===== src/rtl/gru_seq_ctrl.sv =====
// gru_seq_ctrl -- sequences an external combinational GRU cell over a stream
// of timesteps. Each accepted X is held in x_reg while the cell settles for
// CELL_LAT cycles. The cell result then becomes the new hidden state and is
// offered on the y stream. After seq_len steps the final hidden state appears
// on h_final together with a one-cycle done pulse.
//
// Ports:
//   clk, rst                 clock, asynchronous active-high reset
//   start, seq_len,          sequence request; the length, initial-state select
//   init_sel, h_init         and initial hidden state are latched when accepted
//   x_valid, x_data, x_ready input timestep stream (x_ready only in WAIT_X)
//   cell_x, cell_h           registered X and h_in driven to the GRU cell
//   cell_h_out               GRU cell h_out, sampled on the last settle cycle
//   y_valid, y_data, y_ready per-step hidden-state output stream
//   busy, done, h_final      status, end-of-sequence pulse, last hidden state
module gru_seq_ctrl #(
  parameter int DATA_WIDTH  = 8,
  parameter int FRACT_WIDTH = 5,
  parameter int SEQ_LEN_W   = 8,
  parameter int CELL_LAT    = 1
) (
  input  logic                  clk,
  input  logic                  rst,
  input  logic                  start,
  input  logic [SEQ_LEN_W-1:0]  seq_len,
  input  logic                  init_sel,
  input  logic [DATA_WIDTH-1:0] h_init,
  input  logic                  x_valid,
  input  logic [DATA_WIDTH-1:0] x_data,
  output logic                  x_ready,
  output logic [DATA_WIDTH-1:0] cell_x,
  output logic [DATA_WIDTH-1:0] cell_h,
  input  logic [DATA_WIDTH-1:0] cell_h_out,
  output logic                  y_valid,
  output logic [DATA_WIDTH-1:0] y_data,
  input  logic                  y_ready,
  output logic                  busy,
  output logic                  done,
  output logic [DATA_WIDTH-1:0] h_final
);

  // The fraction position is only meaningful to the cell; this block moves
  // words around unchanged. These empty guards document the legal ranges.
  if (FRACT_WIDTH < 0 || FRACT_WIDTH >= DATA_WIDTH) begin : g_fract_out_of_range
  end
  if (CELL_LAT < 1 || CELL_LAT > 15) begin : g_cell_lat_out_of_range
  end

  localparam logic [3:0]           SETTLE_LAST = 4'(CELL_LAT - 1);
  localparam logic [3:0]           SETTLE_ONE  = 4'd1;
  localparam logic [SEQ_LEN_W-1:0] STEP_ONE    = {{(SEQ_LEN_W-1){1'b0}}, 1'b1};

  typedef enum logic [2:0] {
    S_IDLE   = 3'd0,
    S_WAIT_X = 3'd1,
    S_SETTLE = 3'd2,
    S_EMIT   = 3'd3,
    S_DONE   = 3'd4
  } state_t;

  state_t                        state_q,   state_d;
  logic [SEQ_LEN_W-1:0]          seq_len_q, seq_len_d;
  logic [SEQ_LEN_W-1:0]          step_q,    step_d;
  logic [3:0]                    settle_q,  settle_d;
  logic signed [DATA_WIDTH-1:0]  x_q,       x_d;
  logic signed [DATA_WIDTH-1:0]  h_q,       h_d;
  logic signed [DATA_WIDTH-1:0]  y_data_q,  y_data_d;
  logic signed [DATA_WIDTH-1:0]  h_final_q, h_final_d;
  logic                          x_ready_q, x_ready_d;
  logic                          y_valid_q, y_valid_d;
  logic                          busy_q,    busy_d;
  logic                          done_q,    done_d;

  always_comb begin
    state_d   = state_q;
    seq_len_d = seq_len_q;
    step_d    = step_q;
    settle_d  = settle_q;
    x_d       = x_q;
    h_d       = h_q;
    y_data_d  = y_data_q;
    h_final_d = h_final_q;

    case (state_q)
      S_IDLE: begin
        if (start) begin
          seq_len_d = seq_len;
          h_d       = init_sel ? h_init : '0;
          step_d    = '0;
          // A zero-length request still reports the initial state via DONE.
          state_d   = (seq_len == '0) ? S_DONE : S_WAIT_X;
        end
      end
      S_WAIT_X: begin
        if (x_valid) begin
          x_d      = x_data;
          settle_d = '0;
          state_d  = S_SETTLE;
        end
      end
      S_SETTLE: begin
        if (settle_q == SETTLE_LAST) begin
          h_d      = cell_h_out;
          y_data_d = cell_h_out;
          state_d  = S_EMIT;
        end else begin
          settle_d = settle_q + SETTLE_ONE;
        end
      end
      S_EMIT: begin
        if (y_ready) begin
          step_d  = step_q + STEP_ONE;
          // Exact compare against seq_len-1 (seq_len is never 0 here), so a
          // full-scale length runs to the end without the counter wrapping.
          state_d = (step_q == seq_len_q - STEP_ONE) ? S_DONE : S_WAIT_X;
        end
      end
      S_DONE: begin
        state_d = S_IDLE;
      end
      default: begin
        state_d = S_IDLE;
      end
    endcase

    // h_final is updated on entry to DONE so it is valid alongside the pulse.
    if (state_d == S_DONE && state_q != S_DONE) begin
      h_final_d = h_d;
    end

    // Handshake/status outputs are registered copies of the next state.
    x_ready_d = (state_d == S_WAIT_X);
    y_valid_d = (state_d == S_EMIT);
    busy_d    = (state_d != S_IDLE);
    done_d    = (state_d == S_DONE);
  end

  always_ff @(posedge clk or posedge rst) begin
    if (rst) begin
      state_q   <= S_IDLE;
      seq_len_q <= '0;
      step_q    <= '0;
      settle_q  <= '0;
      x_q       <= '0;
      h_q       <= '0;
      y_data_q  <= '0;
      h_final_q <= '0;
      x_ready_q <= 1'b0;
      y_valid_q <= 1'b0;
      busy_q    <= 1'b0;
      done_q    <= 1'b0;
    end else begin
      state_q   <= state_d;
      seq_len_q <= seq_len_d;
      step_q    <= step_d;
      settle_q  <= settle_d;
      x_q       <= x_d;
      h_q       <= h_d;
      y_data_q  <= y_data_d;
      h_final_q <= h_final_d;
      x_ready_q <= x_ready_d;
      y_valid_q <= y_valid_d;
      busy_q    <= busy_d;
      done_q    <= done_d;
    end
  end

  assign x_ready = x_ready_q;
  assign y_valid = y_valid_q;
  assign busy    = busy_q;
  assign done    = done_q;
  assign y_data  = y_data_q;
  assign h_final = h_final_q;
  assign cell_x  = x_q;
  assign cell_h  = h_q;

endmodule

===== config.mk =====
export PLATFORM = sky130hd
export DESIGN_NAME = gru_seq_ctrl
export DESIGN_NICKNAME = d
export VERILOG_FILES = /design/src/rtl/gru_seq_ctrl.sv
export SDC_FILE = /design/constraint.sdc
export NUM_CORES = 1
export LEC_CHECK = 0
export ABC_AREA = 0
export CORE_ASPECT_RATIO = 2
export CORE_MARGIN = 5
export CORE_UTILIZATION = 40
export DETAILED_ROUTE_END_ITERATION = 8
export MAX_ROUTING_LAYER = met4
export PLACE_DENSITY_LB_ADDON = 0.2
export SETUP_SLACK_MARGIN = 0.05
export SLEW_MARGIN = 5
export SYNTH_ARGS = -nofsm -noshare
export SYNTH_HDL_FRONTEND = slang
export SYNTH_SLANG_ARGS = --single-unit

===== constraint.sdc =====
create_clock -name clk -period 3.1 [get_ports clk]
set_clock_uncertainty 0.05 [all_clocks]
set_input_delay 0.465 -clock clk [delete_from_list [all_inputs] [get_ports clk]]
set_output_delay 0.465 -clock clk [all_outputs]
set_load 0.005 [all_outputs]

==> out/metrics.cfg, run 1 <==
[synthesis]
synth_edf_count = 0
ys_seq_elements = 59
synthMuxAreaShare = 0.03104
syn_avg_cell_area_um2 = 9.830
synth_cells = 328
syn_area_um2 = 3224
seq_area_frac_synth = 0.4579
synthSimpleGateAreaFrac = 0.2383
synth_top_family_by_area = simple AND/OR/NAND/NOR gates
synth_warnings = 0
synth.distinct_cells = 56
synth_xor_area_frac = 0.04618
synth_compound_gate_area_share = 0.1653
synth_area_leader_cell = dfrtp_1
synth_common_cells = 59 x dfrtp_1, 40 x nand2_1, 35 x nand3_1
synth_most_common_cell = dfrtp_1
synth_fa_ha_area_frac = 0.01863
synthesis.nets = 370
ys.flop_type = dfrtp_1
synth_top_cell_area_share = 0.4579
async_reset_ff_frac = 1.000
synth_area_leaders = dfrtp_1 46%, nand3_1 5.4%, nand2_1 4.7%

[floorplanning]
dieArea_um2 = 10070
num_io_pins = 74
start_util = 0.4089
row_count = 46
coreArea_um2 = 7885
die_x_um = 73.49
die_h_um = 137.0

[timing]
layout_min_cycle_time_ns = 2.336
min_period_over_period = 0.7536
rsz0062_at_grt = false
final_hold_viol_count = 0
drv_slew = 0
finalSetupViolations = 0
fin_setup_tns_ns = 0
worst_pin_slew_ns = 0.8469
max_freq_ghz = 0.4280
slew_headroom = 0.4332

[pwr]
ir_worst_vdd_uv = 729.0
fin_total_pwr_mw = 4.108
p_per_area_nw_per_um2 = 947.2
p_leak_nw = 1.792

[route]
routedWlPerCell_um = 17.86
drt.antenna.violating_nets = 0
first_pass_iters = 5
vias = 2886
drc_errors = 0
finalWirelength_um = 8983
via_per_inst = 5.738
drtIter0Drc = 178

[grt]
grt_usage = 0.1977
grt-ovfl-total = 0
antenna_found_initial = 0
grt_pass1_wl_um = 14770
grt_max_degree = 60
first_global_vias = 3045

[clock_network]
cts_setup_buffers = 0
cts-buffers-inserted = 9
cts_root_buf = clkbuf_16
clockBufferDepth = 2
cts.clk_slew.worst_paths_ns = 0.05
cts_hold_buf = 0
cts.sinks = 59
cts_resized = 0
cts_tree = built
clock_latency_ns = 0.33
htree_num_levels = 3

[critical_path]
crit_arrival_ns = 2.49
critPathMaxFanout = 14
rr_startpoint = state_q[0]
required_ns = 3.26
cp-end-kind = flip-flop
r2r_cells = 5
r2r_end = h_final[2]
critical_path.cell_chain = or4b_1, o211ai_2, a31oi_1, a311oi_1, nand3_1
regToRegSetupSlack_ns = 0.76
crit_type = flip-flop to flip-flop
crit_slowest_cell = or4b_1
cp-endpoint = h_final[2]
startpoint_type = flip-flop
cp-startpoint = state_q[0]
critical_path.max_stage_delay_ns = 0.93

[cells_and_area]
final_nets = 444
area_growth_pct = 34.50
fin_area_um2 = 4337
layout-drive-gt1-share = 0.1179
num-fill-cells = 710
multi_input_area_um2 = 1610
n_antenna_cell = 0
regArea_um2 = 1476

[placed_design]
portBuffers = 73
place_area_um2 = 4028
hpwl_um = 6580
gp_congestion = 0.8477

[worst_hold_path]
worstHoldPathType = flip-flop to flip-flop
hold_depth = 2

[run_status]
outcome = completed

[flow_run]
max_cap_violations = 0

## power breakdown
part	internal (mW)	switching (mW)
Sequential	1.03	0.242
Combinational	0.825	0.966
Clock	0.697	0.344
Total	2.56	1.55
## cells by family after synthesis
logic type                 after synthesis
and+or+nand+nor                        145
AOI/OAI and AO/OA                       68
buffers and inverters                   25
adders and majority gates                5
DFF                                     59
xor gates and xnor gates                17
muxes                                    9
## critical path: cells and delay by family, from the launching register on
family / cells / cell delay [ns]
flip-flops: 1 / 0.52
AO/OA/AOI/OAI: 3 / 0.60
AND/OR/NAND/NOR: 2 / 1.03
## cells in the final DEF (no fill, tap or decap), types with 2 or more instances in the layout
| cell type | netlist | layout |
|---|---|---|
| clkdlybuf4s50_1 | 0 | 73 |
| dfrtp_1 | 59 | 59 |
| nand2_1 | 40 | 40 |
| nand3_1 | 35 | 35 |
| nor2_1 | 16 | 16 |
| a31oi_1 | 14 | 14 |
| xor2_1 | 10 | 10 |
| o211ai_2 | 9 | 9 |
| nand4_1 | 9 | 9 |
| clkbuf_16 | 0 | 9 |
| buf_4 | 2 | 9 |
| mux2_2 | 8 | 8 |
| o211ai_1 | 8 | 8 |
| and3_1 | 8 | 8 |
| a311oi_1 | 8 | 8 |
| o21ai_0 | 8 | 8 |
| xnor2_1 | 7 | 7 |
| nand2b_1 | 6 | 6 |
| inv_1 | 6 | 5 |
| nor3_1 | 5 | 5 |
| nor4_1 | 4 | 4 |
| a21oi_1 | 4 | 4 |
| ha_1 | 4 | 4 |
| clkinv_2 | 0 | 4 |
| nor3b_1 | 3 | 3 |
| or3_1 | 3 | 3 |
| o21ai_1 | 3 | 3 |
| nor2b_1 | 2 | 2 |
| o211a_1 | 2 | 2 |
| a211oi_1 | 2 | 2 |
| a22o_1 | 2 | 2 |
| bufinv_16 | 0 | 2 |
## worst min path at each step
stage / start / endpoint
detailed placement: y_data[2] / y_data[2]
CTS: y_data[1] / y_data[1]
floorplan: seq_len_q[7] / seq_len_q[7]
global route: y_data[2] / y_data[2]
global placement: y_data[2] / y_data[2]
finish: y_data[1] / y_data[1]
## sequential cells by signal, indices dropped and copies added (netlist names)
| register | count |
|---|---|
| done | 1 |
| settle_q | 4 |
| cell_x | 8 |
| y_data | 8 |
| y_valid | 1 |
| busy | 1 |
| h_final | 8 |
| seq_len_q | 8 |
| x_ready | 1 |
| step_q | 8 |
| state_q | 3 |
| cell_h | 8 |
## layout make-up
cell class | instances | area share
inverters | 6 | 0.005193
flip-flops and latches | 59 | 0.3405
repair buffers | 82 | 0.1841
well taps | 96 | 0.02770
multi-input cells | 244 | 0.3713
clock buffers | 10 | 0.05280
clock inverters | 6 | 0.01847
## metal layers
layer,vias up,routed length (µm),track usage
li1,1371,-,-
met3,25,434,0.04853
met2,104,4764,0.3226
met5,-,0,-
met4,0,340,0.1048
met1,1386,3445,0.2174
## through the flow
stage | instances | hold WS (ns) | util | setup WS (ns)
floorplan | 328 | 0.4136 | - | 1.086
global placement | 487 | 0.4097 | 0.5108 | 0.4190
detailed placement | 487 | 0.4137 | 0.5108 | 0.4481
CTS | 503 | 0.4363 | 0.5500 | 0.7733
global route | 503 | 0.4525 | 0.5500 | 0.6199
finish | 503 | 0.4300 | 0.5500 | 0.7638
Power figures use the tool's default switching activity.
==> run 2: changes to the inputs <==
==> constraint.sdc (replaced) <==
create_clock -name clk -period 2 [get_ports clk]
set_clock_uncertainty 0.05 [all_clocks]
set_input_delay 0.3 -clock clk [delete_from_list [all_inputs] [get_ports clk]]
set_output_delay 0.3 -clock clk [all_outputs]
set_load 0.005 [all_outputs]
==> out/metrics.cfg, run 2 (synthesis gave the netlist of run 1 again) <==
[run_status]
outcome = completed

[flow_run]
max_cap_violations = 0

[timing]
min_period_over_period = 0.9714
drv_slew = 0
max_freq_ghz = 0.5147
rsz0062_at_grt = true
slew_headroom = 0.6857
layout_min_cycle_time_ns = 1.943
finalSetupViolations = 0
final_hold_viol_count = 0
setup_slack_ns = 0.05716
fin_setup_tns_ns = 0
worst_pin_slew_ns = 0.4699

[placed_design]
hpwl_um = 7155
portBuffers = 73
place_ws_ns = -0.2892
gp_congestion = 0.8239
place_area_um2 = 4463

[grt]
grt_pass1_wl_um = 15390
grt-ovfl-total = 0
antenna_found_initial = 0
grt_usage = 0.2054
first_global_vias = 3264
grt_max_degree = 59

[pwr]
switchingPower_mw = 2.633
ir_worst_vdd_uv = 900.7
power.internal_mw = 4.481
p_per_area_nw_per_um2 = 1438
combPwrFrac = 0.522
seq_power_share = 0.269
p_leak_nw = 2.091
clock_power_share = 0.209
p_sw_frac = 0.3702

[cells_and_area]
final_nets = 502
num-fill-cells = 656
area_growth_pct = 53.43
fin_area_um2 = 4947
layout_common_cells = 73 x clkdlybuf4s50_1, 60 x buf_4, 55 x dfrtp_1, 40 x nand2_1, 35 x nand3_1
layout-drive-gt1-share = 0.2753
final_common_cell = clkdlybuf4s50_1
n_antenna_cell = 0

[clock_network]
cts_tree = built
htree_num_levels = 3
cts.sinks = 59
cts-buffers-inserted = 9
cts_hold_buf = 0
clock_latency_ns = 0.33
cts_root_buf = clkbuf_16
clockBufferDepth = 2
cts.clk_slew.worst_paths_ns = 0.05

[floorplanning]
die_h_um = 137.0
num_io_pins = 74
coreArea_um2 = 7885
row_count = 46
die_x_um = 73.49
dieArea_um2 = 10070
start_util = 0.4089

[critical_path]
regToRegSetupSlack_ns = 0.06
crit_arrival_ns = 2.10
cp-endpoint = h_final[0]
r2r_cells = 10
startpoint_type = flip-flop
cp-end-kind = flip-flop
r2r_end = h_final[0]
required_ns = 2.15
rr_startpoint = seq_len_q[1]
cp-startpoint = seq_len_q[1]
critPathMaxFanout = 8
crit_type = flip-flop to flip-flop

[route]
drc_errors = 0
via_per_inst = 5.535
routedWlPerCell_um = 17.42
vias = 3105
finalWirelength_um = 9773
drt.antenna.violating_nets = 0
first_pass_iters = 4
drtIter0Drc = 111

[worst_hold_path]
worstHoldPathType = input port to asynchronous set/reset pin

==> run 2: worst min-delay path by stage <==
stage               slack, ns  cells past startpoint           end        from
floorplan                0.36                      2  seq_len_q[3]  seq_len[3]
global placement         0.41                      2     y_data[6]   y_data[6]
detailed placement       0.42                      2     y_data[0]   y_data[0]
CTS                      0.08                      2          done         rst
global route             0.10                      2          done         rst
finish                   0.09                      2          done         rst
==> run 2: worst max-delay path, stage by stage (launching register included) <==
cell and delay (ns):
dfrtp_1 0.39, buf_6 0.13, inv_4 0.05, ha_4 0.15, nand2b_4 0.07, nor4_2 0.27
buf_4 0.17, o211ai_4 0.08, buf_6 0.16, o211ai_1 0.19, nand3_1 0.10
==> run 2: what timing repair did <==
action	4_1_cts	5_1_grt
gates resized for setup	15	18
pin swaps	5	6
buffers inserted	1	3
endpoints found under the setup margin	15	16
gates cloned	0	1
==> run 2: power groups by stage <==
stage / registers, mW / clock network, mW / logic (mW)
after floorplan: 1.91 / 0 / 1.79
after global placement: 1.89 / 0 / 3.34
after detailed placement: 1.91 / 0 / 3.38
after CTS: 1.90 / 1.52 / 3.55
after global routing: 1.98 / 1.57 / 4.03
final: 1.91 / 1.49 / 3.71
==> run 2: final cells by class <==
| type | instances | area, µm² | share of cell area |
|---|---|---|---|
| Clock buffer | 15 | 287.8 | 0.05817 |
| Clock inverter | 1 | 5.005 | 0.001012 |
| Multi-Input combinational cell | 245 | 1753 | 0.3543 |
| Sequential cell | 59 | 1481 | 0.2994 |
| Timing Repair Buffer | 139 | 1275 | 0.2577 |
| Tap cell | 96 | 120.1 | 0.02428 |
| Inverter | 6 | 25.02 | 0.005058 |
==> run 2: routing by layer <==
layer  track usage  wire length (µm)
met1        0.2127              3638
met3       0.04338               411
met5             -                 0
met4       0.09173               275
met2        0.3622              5448
==> run 2: through the flow <==
step	power [mW]	cells	hold slack, ns	utilization
finish	7.114	561	0.09049	0.6274
global route	7.578	561	0.1029	0.6274
CTS	6.973	557	0.08411	0.6135
detailed placement	5.294	540	0.4186	0.5660
global placement	5.231	540	0.4092	0.5660
floorplan	3.698	328	0.3554	-
